## config.mk

```make
export PLATFORM = sky130hd
export DESIGN_NAME = fifo_trans
export DESIGN_NICKNAME = d
export VERILOG_FILES = /design/src/rtl/fifo_trans.sv
export SDC_FILE = /design/constraint.sdc
export NUM_CORES = 1
export LEC_CHECK = 0
export CAP_MARGIN = 0
export CELL_PAD_IN_SITES_DETAIL_PLACEMENT = 0
export CELL_PAD_IN_SITES_GLOBAL_PLACEMENT = 1
export CORE_MARGIN = 2
export CORE_UTILIZATION = 40
export CTS_CLUSTER_DIAMETER = 50
export DETAILED_ROUTE_END_ITERATION = 7
export PLACE_DENSITY_LB_ADDON = 0.1
export RECOVER_POWER = 100
export REMOVE_ABC_BUFFERS = 1
export SYNTH_ARGS = -nofsm -noshare
export SYNTH_HDL_FRONTEND = slang
export SYNTH_SLANG_ARGS = --single-unit
```

## constraint.sdc

```tcl
create_clock -name clk -period 8.13 [get_ports clk]
set_input_delay 1.626 -clock clk [delete_from_list [all_inputs] [get_ports clk]]
set_output_delay 1.626 -clock clk [all_outputs]
set_load 0.02 [all_outputs]
```

## src/rtl/fifo_trans.sv

```systemverilog
// fifo_trans: synchronous show-ahead FIFO for the transaction layer.
// The head word is always visible on data_out; flags decode the registered count.
// Optional build macro: FIFO_ERROR_EN adds a sticky overflow/underflow 'error' output.
module fifo_trans #(
  parameter int DATA_W          = 10,
  parameter int DEPTH           = 8,
  parameter int ALMOST_FULL_TH  = 6,
  parameter int ALMOST_EMPTY_TH = 2,
  localparam int AW = $clog2(DEPTH),
  localparam int CW = AW + 1
) (
  input  logic              clk,
  input  logic              reset_L,
  input  logic              push,
  input  logic [DATA_W-1:0] data_in,
  input  logic              pop,
  output logic [DATA_W-1:0] data_out,
  output logic              empty,
  output logic              full,
  output logic              almost_full,
  output logic              almost_empty,
  output logic [CW-1:0]     count
`ifdef FIFO_ERROR_EN
  ,
  output logic              error
`endif
);

  logic [DATA_W-1:0] r_mem [DEPTH];
  logic [AW-1:0]     r_wr_ptr;
  logic [AW-1:0]     r_rd_ptr;
  logic [CW-1:0]     r_count;
  logic              w_wr_en;
  logic              w_rd_en;

  // A write at full is only legal when a read frees the slot in the same edge.
  assign w_wr_en = push & (~full | pop);
  assign w_rd_en = pop & ~empty;

  // Flags come from the registered count only, never from push/pop.
  assign count        = r_count;
  assign empty        = (r_count == '0);
  assign full         = (r_count == CW'(DEPTH));
  assign almost_full  = (r_count >= CW'(ALMOST_FULL_TH));
  assign almost_empty = (r_count <= CW'(ALMOST_EMPTY_TH));
  assign data_out     = r_mem[r_rd_ptr];

  // Storage: cleared on reset so data_out reads 0 while empty after reset.
  always_ff @(posedge clk or negedge reset_L) begin
    if (!reset_L) begin
      for (int i = 0; i < DEPTH; i++) r_mem[i] <= '0;
    end else if (w_wr_en) begin
      r_mem[r_wr_ptr] <= data_in;
    end
  end

  // Pointers wrap naturally; count moves only when exactly one side is accepted.
  always_ff @(posedge clk or negedge reset_L) begin
    if (!reset_L) begin
      r_wr_ptr <= '0;
      r_rd_ptr <= '0;
      r_count  <= '0;
    end else begin
      if (w_wr_en) r_wr_ptr <= r_wr_ptr + AW'(1);
      if (w_rd_en) r_rd_ptr <= r_rd_ptr + AW'(1);
      case ({w_wr_en, w_rd_en})
        2'b10:   r_count <= r_count + CW'(1);
        2'b01:   r_count <= r_count - CW'(1);
        default: r_count <= r_count;
      endcase
    end
  end

`ifdef FIFO_ERROR_EN
  logic r_error;
  logic w_overflow;
  logic w_underflow;

  assign w_overflow  = push & full & ~pop;
  assign w_underflow = pop & empty;
  assign error       = r_error;

  // Sticky error: set by any dropped write or ignored read until reset.
  always_ff @(posedge clk or negedge reset_L) begin
    if (!reset_L)                       r_error <= 1'b0;
    else if (w_overflow || w_underflow) r_error <= 1'b1;
  end
`endif

endmodule

```

After elaboration in Yosys (flattened, before gate mapping)
Index checks and enable logic that the tools add are counted.
- reduce and logical (&&, ||, !) cells: 3
- add/subtract/negate cells: 4
- muxes and demuxes: 7
- bitwise logic cells: 7
- order comparisons: 5
- equal/unequal tests: 3
- operators with widths (operator ; number):
    $bwmux W80 ; 1
    $bmux W10 S3 ; 1
    $demux W10 S3 ; 1
    $mux W10 ; 3
    $ge A4 B4 Y1 const B ; 2
    $not A3 Y4 ; 2
    $pmux W4 S2 ; 1
    $add A3 B1 Y3 const B ; 2
    $add A4 B1 Y4 const B ; 1
    $eq A4 B4 Y1 const B ; 1
    $ge A4 B3 Y1 const B ; 1
    $le A4 B2 Y1 const B ; 1
    $logic_not A4 Y1 ; 1
    $lt A4 B1 Y1 const B ; 1
    $sub A4 B1 Y4 const B ; 1
    $and A1 B1 Y1 ; 2
    $eq A2 B1 Y1 const B ; 1
    $eq A2 B2 Y1 const B ; 1
    $not A1 Y1 ; 2
    $reduce_bool A2 Y1 ; 1
    $logic_and A1 B1 Y1 ; 1
    $or A1 B1 Y1 ; 1
- word-level logic and storage cells: 40
- bits of input ports: 14
- register bits after elaboration: 90
- output and inout bits: 18

Depth between registers and ports, before layout
Gate-level depths: netlist of the first run.
- depth after elaboration: 6
- depth in mapped cells: 9
- mapped depth without buffers: 7

Worst setup path after synthesis of the first run
OpenSTA, ideal clock, no wires.
- path kind: input port to flip-flop
- from: input port pop
- to: register r_count[3], in the netlist count[3]
- arrival: 3.667 ns
- data required time: 7.996 ns
- slack: 4.329 ns
- stages on the path: 8
- path buffers: 1
- setup time: 0.134 ns
- cells stage by stage: buf_2 > o41ai_1 > inv_1 > ha_1 > ha_1 > or4b_2 > o311ai_0 > o211ai_1
- elaborated cells between the ends (all ways): 7
- classes of those cells: 2 x eq/ne; 1 x mux; 3 x bitwise; 1 x reduce/logical
- RTL lines (element ; line ; text):
    start: declaration ; 16 ; input logic pop,
    $and A1 B1 Y1 (*) ; 38 ; assign w_rd_en = pop & ~empty;
    via w_rd_en ; 34 ; logic w_rd_en;
    $eq A2 B1 Y1 or $eq A2 B2 Y1 (tied branches) ; 66 ; case ({w_wr_en, w_rd_en})
    $pmux W4 S2 or $reduce_bool A2 Y1 (tied branches) ; n/a ;
    end signal: assignment ; 67 ; 2'b10: r_count <= r_count + CW'(1);
    end signal: assignment ; 68 ; 2'b01: r_count <= r_count - CW'(1);
    end signal: assignment ; 69 ; default: r_count <= r_count;
    end: declaration ; 32 ; logic [CW-1:0] r_count;
Mark *: on every way through the listed nets, which the timed path passes. The rest lies on a longest branch.
A chain may end at the register's enable or synchronous reset.

==> run summary, run 1 <==
Walking the worst path, the cells encountered are clkbuf_1, clkbuf_1. The Yosys step of the flow raised 0 warnings. The clock tree root driver cell is clkbuf_8. The share of the clock period used by the worst path after layout came out at 0.6517. The flow ran to the end, but the final reports show violations. The top achievable clock speed is 0.1887 GHz. The maximum cell stage delay along the critical path is 1900 ps.

The final critical path time including I/O delays and setup is 5298 ps. The count of antenna-violating nets left after detailed routing came out at 0. The post-CTS setup-driven buffer insertion count came out at 0. The routed via count came out at 2382.

The layout cell share with drive strength beyond 1 is 0.4202. The combinational fraction of design power came out at 0.440. In the layout the commonest cells are mux2_2, dfrtp_1, mux4_2. The number of buffers inserted by port buffering is 31.

The checks that failed: capacitance limit, slew limit. The slowest stage of the critical path belongs to the cell clkbuf_1. The clock tree synthesis step divided the H-tree into 3 levels. For this run, the register share of the synthesized area comes to 0.5189. The number of antenna violations at the first check in global routing is 0. Setup repair after global routing left no endpoint under its margin. The path with the worst hold slack has its endpoint at r_mem[40]$_DFFE_PN0P_. For this run, design rule violations remaining after detail routing come to 0. The library cell used most frequently in the layout, excluding fill and tap cells, is mux2_2.

The aggregate routed wire length is 8666 um. The sequential group share of total power is 0.399. The mean number of vias per cell is 5.329. The largest clock skew in the final design is 8.817 ps. The clock drives 90 sinks. The overall global routing resource usage came out at 0.1662. The relative contribution of the clock network to total power came out at 0.161.

The number of antenna diodes in the final layout is 0. The max-slew violation count was 128. The chip height came out at 108.2 um.

The number of failing setup endpoints in the final timing report is 0. The element type at the critical path start is an input port. The overflow left after global routing came out at 0. The via count of the first global-routing pass came out at 2527. The count of different cell masters after synthesis is 35. The placement-stage worst setup slack came out at 3259 ps. Entering global routing, the biggest net connects 48 pins. For this design the ratio of total power to cell area is 433.4 nW/um2. The non-filler instance count after layout is 447. The count of buffer and inverter cells on the critical path is 2. The final estimated routing congestion in global placement is 0.7187. The cell depth of the worst flop-to-flop path came out at 3. Relative to the synthesized area, the layout overhead comes to 12.28%. The synthesized area is 4340 um2. The startpoint identified for the worst register-to-register timing path is count[0]$_DFFE_PN0P_. The worst setup slack for register-to-register paths came out at 4590 ps. Row generation in the floorplan step produced 38 rows. The x dimension of the die is 108.2 um. The internal power of the cells totals 1.415 mW. The post-route cell area is 4873 um2. The most numerous cell type found on the critical path is clkbuf_1. The tightest slew margin relative to the limit came out at -0.6775. The first-pass iteration count of the detailed router came out at 6. The worst hold path begins at r_mem[40]$_DFFE_PN0P_. The number of cells after detailed placement came out at 431. The final hold slack is 504.4 ps. The wire length of the first global-routing pass is 14300 um. After the last flow step, the layout net total stands at 322. The full die area is 11700 um2. The worst path meets setup with 2832 ps of slack. Summed over all cells, the static leakage comes to 2.020 nW.

The post-place instance area came out at 4773 um2. The summed negative setup slack over all endpoints is 0 ps. The maximum count of clock buffers along a single path is 2. The number of max-cap violations is 8. The cell count after synthesis is 270. The required time at the worst-slack endpoint came out at 8060 ps. For this design, the CTS-stage hold fixing added 0 buffers.

The number of cells traversed by the worst hold path is 1. Dividing the detail-routed wire length by the instance count gives 19.39 um. The switching power came out at 0.6972 mW. The final-report hold violation count is 0.

The kind of cell with the highest combined delay along the critical path is buffers and inverters. The class of the tightest hold or removal check is reg -> reg. The maximum fanout along the worst path came out at 47. The net switching share of the total power came out at 0.3301. The half-perimeter wire length of the detailed placement result came out at 5198 um. The arrival time of the worst setup path came out at 5230 ps. The critical path is of the in -> async type. The maximum VDD drop came out at 0.1671 mV. The element type at the critical path end is an asynchronous set/reset pin. The endpoint identified for the worst register-to-register timing path is r_mem[1]$_DFFE_PN0P_. The actual transition at the worst max-transition pin is 2516 ps. During I/O placement, the number of pins put on the boundary was 32. In this run, CTS created clock tree buffers numbering 9. TritonCTS built the clock tree. The clock reaches the later pin of the worst-skew pair after 350 ps. The clock-pin slew of the registers on the worst-case setup and hold paths came out at 80 ps. The core region is 10700 um2. The most critical setup path has its startpoint at reset_L. The synthesized area per cell is 16.08 um2. The initial core utilization is 0.4057. The number of DRC markers after the initial detailed-route iteration came out at 93. The post-CTS resize count is 0. The synthesized design contains 90 register bits.
per-stage QoR:
step,total power [mW],utilization
after floorplan,1.523,-
after global placement,1.844,0.4462
after detailed placement,1.862,0.4462
after CTS,2.208,0.4674
after global routing,2.272,0.4556
final,2.112,0.4556
cell type report:
cell class | count | area [um2]
Inverter | 6 | 22.52
Fill cell | 961 | 5824
Clock buffer | 10 | 137.6
Tap cell | 140 | 175.2
Sequential cell | 90 | 2252
Clock inverter | 6 | 88.84
Multi-Input combinational cell | 162 | 1882
Timing Repair Buffer | 33 | 315.3
synth_stat cells, drive strengths merged:
cell,count,area share
buf,6,0.0098
mux4,20,0.10
o2111ai,4,0.022
ha,5,0.014
a211oi,1,0.0017
xor2,1,0.0020
fa,1,0.0046
a21o,1,0.0017
clkbuf,6,0.0052
a21oi,2,0.0023
mux2,92,0.24
o211ai,5,0.018
nor3b,3,0.0052
and4,1,0.0020
dfrtp,90,0.52
o41ai,1,0.0020
nor2,1,0.00086
nor2b,3,0.0043
inv,6,0.0052
or4b,2,0.0055
nand2,5,0.0043
nand3,2,0.0023
a2111o,1,0.0026
nor4,1,0.0014
mux2i,1,0.0023
o21ai,3,0.0069
o311ai,1,0.0020
xnor2,5,0.010
kinds of logic (layout without fill, tap and decap cells):
group	Yosys count	count (layout)	share of synthesized area
mux	113	113	0.3448
flops	90	90	0.5189
compound gates	19	19	0.05910
simple gates	18	18	0.02594
buf+inv	18	55	0.02018
fa+ha+maj	6	6	0.01903
xor+xnor	6	6	0.01211
routing by layer:
layer	GRT usage	wire, um
met5	0	0
met4	0.03297	70
met3	0.03978	188
met2	0.2606	4066
met1	0.2380	4340
worst max-delay path by stage:
stage	endpoint	cells after the start
final	r_mem[10]$_DFFE_PN0P_	2
after floorplan	data_out[0]	2
after CTS	count[3]$_DFFE_PN0P_	8
after detailed placement	count[3]$_DFFE_PN0P_	8
after global placement	count[3]$_DFFE_PN0P_	8
after global routing	r_mem[0]$_DFFE_PN0P_	2
power groups by stage:
stage	sequential, mW	combinational, mW	clock [mW]
after global placement	0.858	0.987	0
after floorplan	0.832	0.691	0
after global routing	0.879	1.02	0.371
final	0.844	0.928	0.340
after CTS	0.852	1.00	0.352
after detailed placement	0.862	1.00	0
flip-flops by register name, summed over array words and instances (netlist names):
register  cells
r_mem        80
count         4
r_wr_ptr      3
r_rd_ptr      3
No activity file was read; power rests on OpenSTA's default activity.
==> run 2, diff against run 1 <==
Clock period 8.13 ns to 5.6 ns, I/O delays scaled along.
==> run 2 against run 1 <==
- the run still ends with capacitance limit, slew limit left
- sequential cell count unchanged
- combinational power increased by 45%
- cell area decreased by 0.41%
- critical path type is now reg -> out
- critical endpoint is now data_out[3]
==> run summary, run 2 (synthesis results as in run 1) <==
The run finished, with violations left. The checks that failed: capacitance limit, slew limit. The maximum count of clock buffers along a single path came out at 2 (unchanged). The final estimated routing congestion in global placement came out at 0.7101 (-1.2%). The area of the core region came out at 10700 um2 (unchanged). Setup repair after global routing left no endpoint under its margin. Walking the worst path, the cells encountered are buf_4, mux4_2, mux2_2, dlygate4sd3_1. The count of clock tree sinks came out at 90 (unchanged).

The final-report hold violation count was 0 (unchanged). Grouping stages by cell kind, the critical path spends the most delay in buffers and inverters. The post-detailed-route wirelength per cell came out at 20.04 um (+3.4%). The largest clock skew in the final design is 6.261 ps (-2.557 ps). The post-CTS resize count is 0 (unchanged). The internal power contribution is 2.026 mW (+43%). The net switching share of the total power was 0.3345 (+0.004478). The count of buffer and inverter cells on the critical path is 2 (unchanged). The combinational fraction of design power is 0.442 (+0.002). The top achievable clock speed is 0.2501 GHz. The library cells used most frequently in the layout, excluding fill and tap cells, are mux2_2, dfrtp_1, mux4_2. The maximum VDD drop is 0.2198 mV (+32%). The arrival time of the worst setup path is 2880 ps (-2350 ps). TritonCTS built the clock tree. The overall global routing resource usage is 0.1716 (+0.005464). The class of the tightest hold or removal check is reg -> reg. The library cell used most frequently in the layout, excluding fill and tap cells, is mux2_2. The I/O pin count was 32 (unchanged). The static leakage power is 2.019 nW (about the same). By startpoint and endpoint, the worst setup path is classified as reg -> out. The full die area is 11700 um2 (unchanged). The element type at the critical path end is a primary output. The initial core utilization is 0.4057 (unchanged).

The count of filler cells inserted in the layout is 955 (-0.62%). The number of H-tree branching levels came out at 3 (unchanged). The number of failing setup endpoints in the final timing report came out at 0 (unchanged). More flip-flops sit in one register than any other, and that register is r_mem. The wire length of the first global-routing pass came out at 14570 um (+1.9%).

The summed negative setup slack over all endpoints is 0 ps (unchanged). The flip-flop count of the largest register, all copies and words added came to 80 (unchanged). The maximum cell stage delay along the critical path came to 650 ps (-1250 ps). The number of buffers inserted by port buffering came out at 31 (unchanged).

The layout cell share with drive strength beyond 1 was 0.4156 (-0.004611). STA classifies the critical path startpoint as a register. The largest net degree at the start of global routing came out at 63 (+31%). The aggregate routed wire length is 8978 um (+3.6%). The count of antenna-violating nets left after detailed routing came out at 0 (unchanged). The number of buffers created by CTS is 9 (unchanged). The first-pass iteration count of the detailed router came to 4 (-2). The mean number of vias per cell came out at 5.379 (+0.95%).

The relative contribution of the clock network to total power is 0.151 (-0.010). Dividing the final minimum period by the clock period gives 0.7141. The overflow left after global routing is 0 (unchanged). The required time at the worst-slack endpoint was 4480 ps (-3580 ps).

The number of inserted diodes is 0 (unchanged). The power density over cell area came out at 627.3 nW/um2 (+45%). The number of max-cap violations is 9 (+1). The clock-pin slew of the registers on the worst-case setup and hold paths came out at 90 ps (about the same). The layout-stage area growth over the synthesis result is 11.82%. The number of remaining DRC errors is 0 (unchanged).

The maximum fanout along the worst path is 16 (-66%). The x dimension of the die is 108.2 um (unchanged). The sequential group share of total power came out at 0.407 (+0.008). The routed via count came to 2410 (+1.2%). The net count reported at finish is 323 (+0.31%). The tightest slew margin relative to the limit is -0.3882 (+0.2893). The clock insertion delay at the later pin of the skew report came to 370 ps (+20 ps). The via count of the first global-routing pass came out at 2601 (+2.9%). The chip height is 108.2 um (unchanged).

The post-CTS setup-driven buffer insertion count came out at 0 (unchanged). The site row count was 38 (unchanged). The number of DRC markers after the initial detailed-route iteration came to 67 (-28%). The switching power came out at 1.018 mW (+46%).

The clock tree root driver cell is clkbuf_8. The max-slew violation count came out at 149 (+16%). The slowest library cell on the worst path is dlygate4sd3_1. The number of antenna violations at the first check in global routing came out at 0 (unchanged).

The routed design could run at a clock period as short as 3999 ps. The number of hold buffers added after CTS is 0 (unchanged). The post-place instance area came out at 4781 um2 (+0.16%). The post-route cell area is 4853 um2 (-0.41%). The half-perimeter wire length of the detailed placement result is 5312 um (+2.2%). The actual transition at the worst max-transition pin came out at 2060 ps (-455.7 ps).
[run 2: changes by cell type in the layout (fill, tap and decap cells not counted), sizes merged]
| cell | before | now |
|---|---|---|
| bufinv | 2 | 1 |
| clkbuf | 12 | 17 |
| clkdlybuf4s50 | 11 | 12 |
| clkinvlp | 2 | 0 |
| dlygate4sd3 | 19 | 18 |
| inv | 7 | 6 |
[run 2: path summary, 6_finish.rpt]
| check | slack (ps) | to | start | depth (start not counted) |
|---|---|---|---|---|
| setup / recovery | 1600 | data_out[3] | r_rd_ptr[0]$_DFFE_PN0P_ | 4 |
| hold / removal | 500 | r_mem[29]$_DFFE_PN0P_ | r_mem[29]$_DFFE_PN0P_ | 1 |
| setup reg to reg | 2270 | count[3]$_DFFE_PN0P_ | count[0]$_DFFE_PN0P_ | 7 |
| hold reg to reg | 500 | r_mem[29]$_DFFE_PN0P_ | r_mem[29]$_DFFE_PN0P_ | 1 |
| max in group asynchronous | 2160 | r_mem[40]$_DFFE_PN0P_ | reset_L | 2 |
| min in group asynchronous | 1130 | r_mem[36]$_DFFE_PN0P_ | reset_L | 1 |
[run 2: power by group through the flow]
stage          Combinational [mW]  Sequential (mW)  Clock, mW
2_1_floorplan                1.00             1.21          0
3_3_place_gp                 1.42             1.25          0
3_5_place_dp                 1.44             1.27          0
4_1_cts                      1.45             1.25      0.472
5_1_grt                      1.47             1.29      0.504
6_report                     1.35             1.24      0.459
[run 2: layer usage]
metal	track usage	wire length (um)
met2	0.2588	4133
met3	0.03556	207
met5	0	0
met4	0.06410	146
met1	0.2453	4491
[run 2: cell type report]
| cell class | instances | area [um2] | area share |
|---|---|---|---|
| sequential | 90 | 2252 | 0.4640 |
| multi-input combinational | 162 | 1886 | 0.3885 |
| timing repair buffer | 34 | 320.3 | 0.06600 |
| tap | 140 | 175.2 | 0.03609 |
| clock buffer | 14 | 162.7 | 0.03351 |
| clock inverter | 2 | 35.03 | 0.007218 |
| inverter | 6 | 22.52 | 0.004640 |
[run 2: metrics by stage]
step | utilization | setup WS, ps | total power, mW | instances | hold WS, ps
after floorplan | - | 2538 | 2.211 | 258 | 459.4
after global placement | 0.4469 | 1829 | 2.676 | 432 | 468.3
after detailed placement | 0.4469 | 1765 | 2.710 | 432 | 481.1
after CTS | 0.4654 | 1638 | 3.171 | 448 | 500.0
after global routing | 0.4537 | 1449 | 3.262 | 448 | 520.5
final | 0.4537 | 1601 | 3.044 | 448 | 498.3
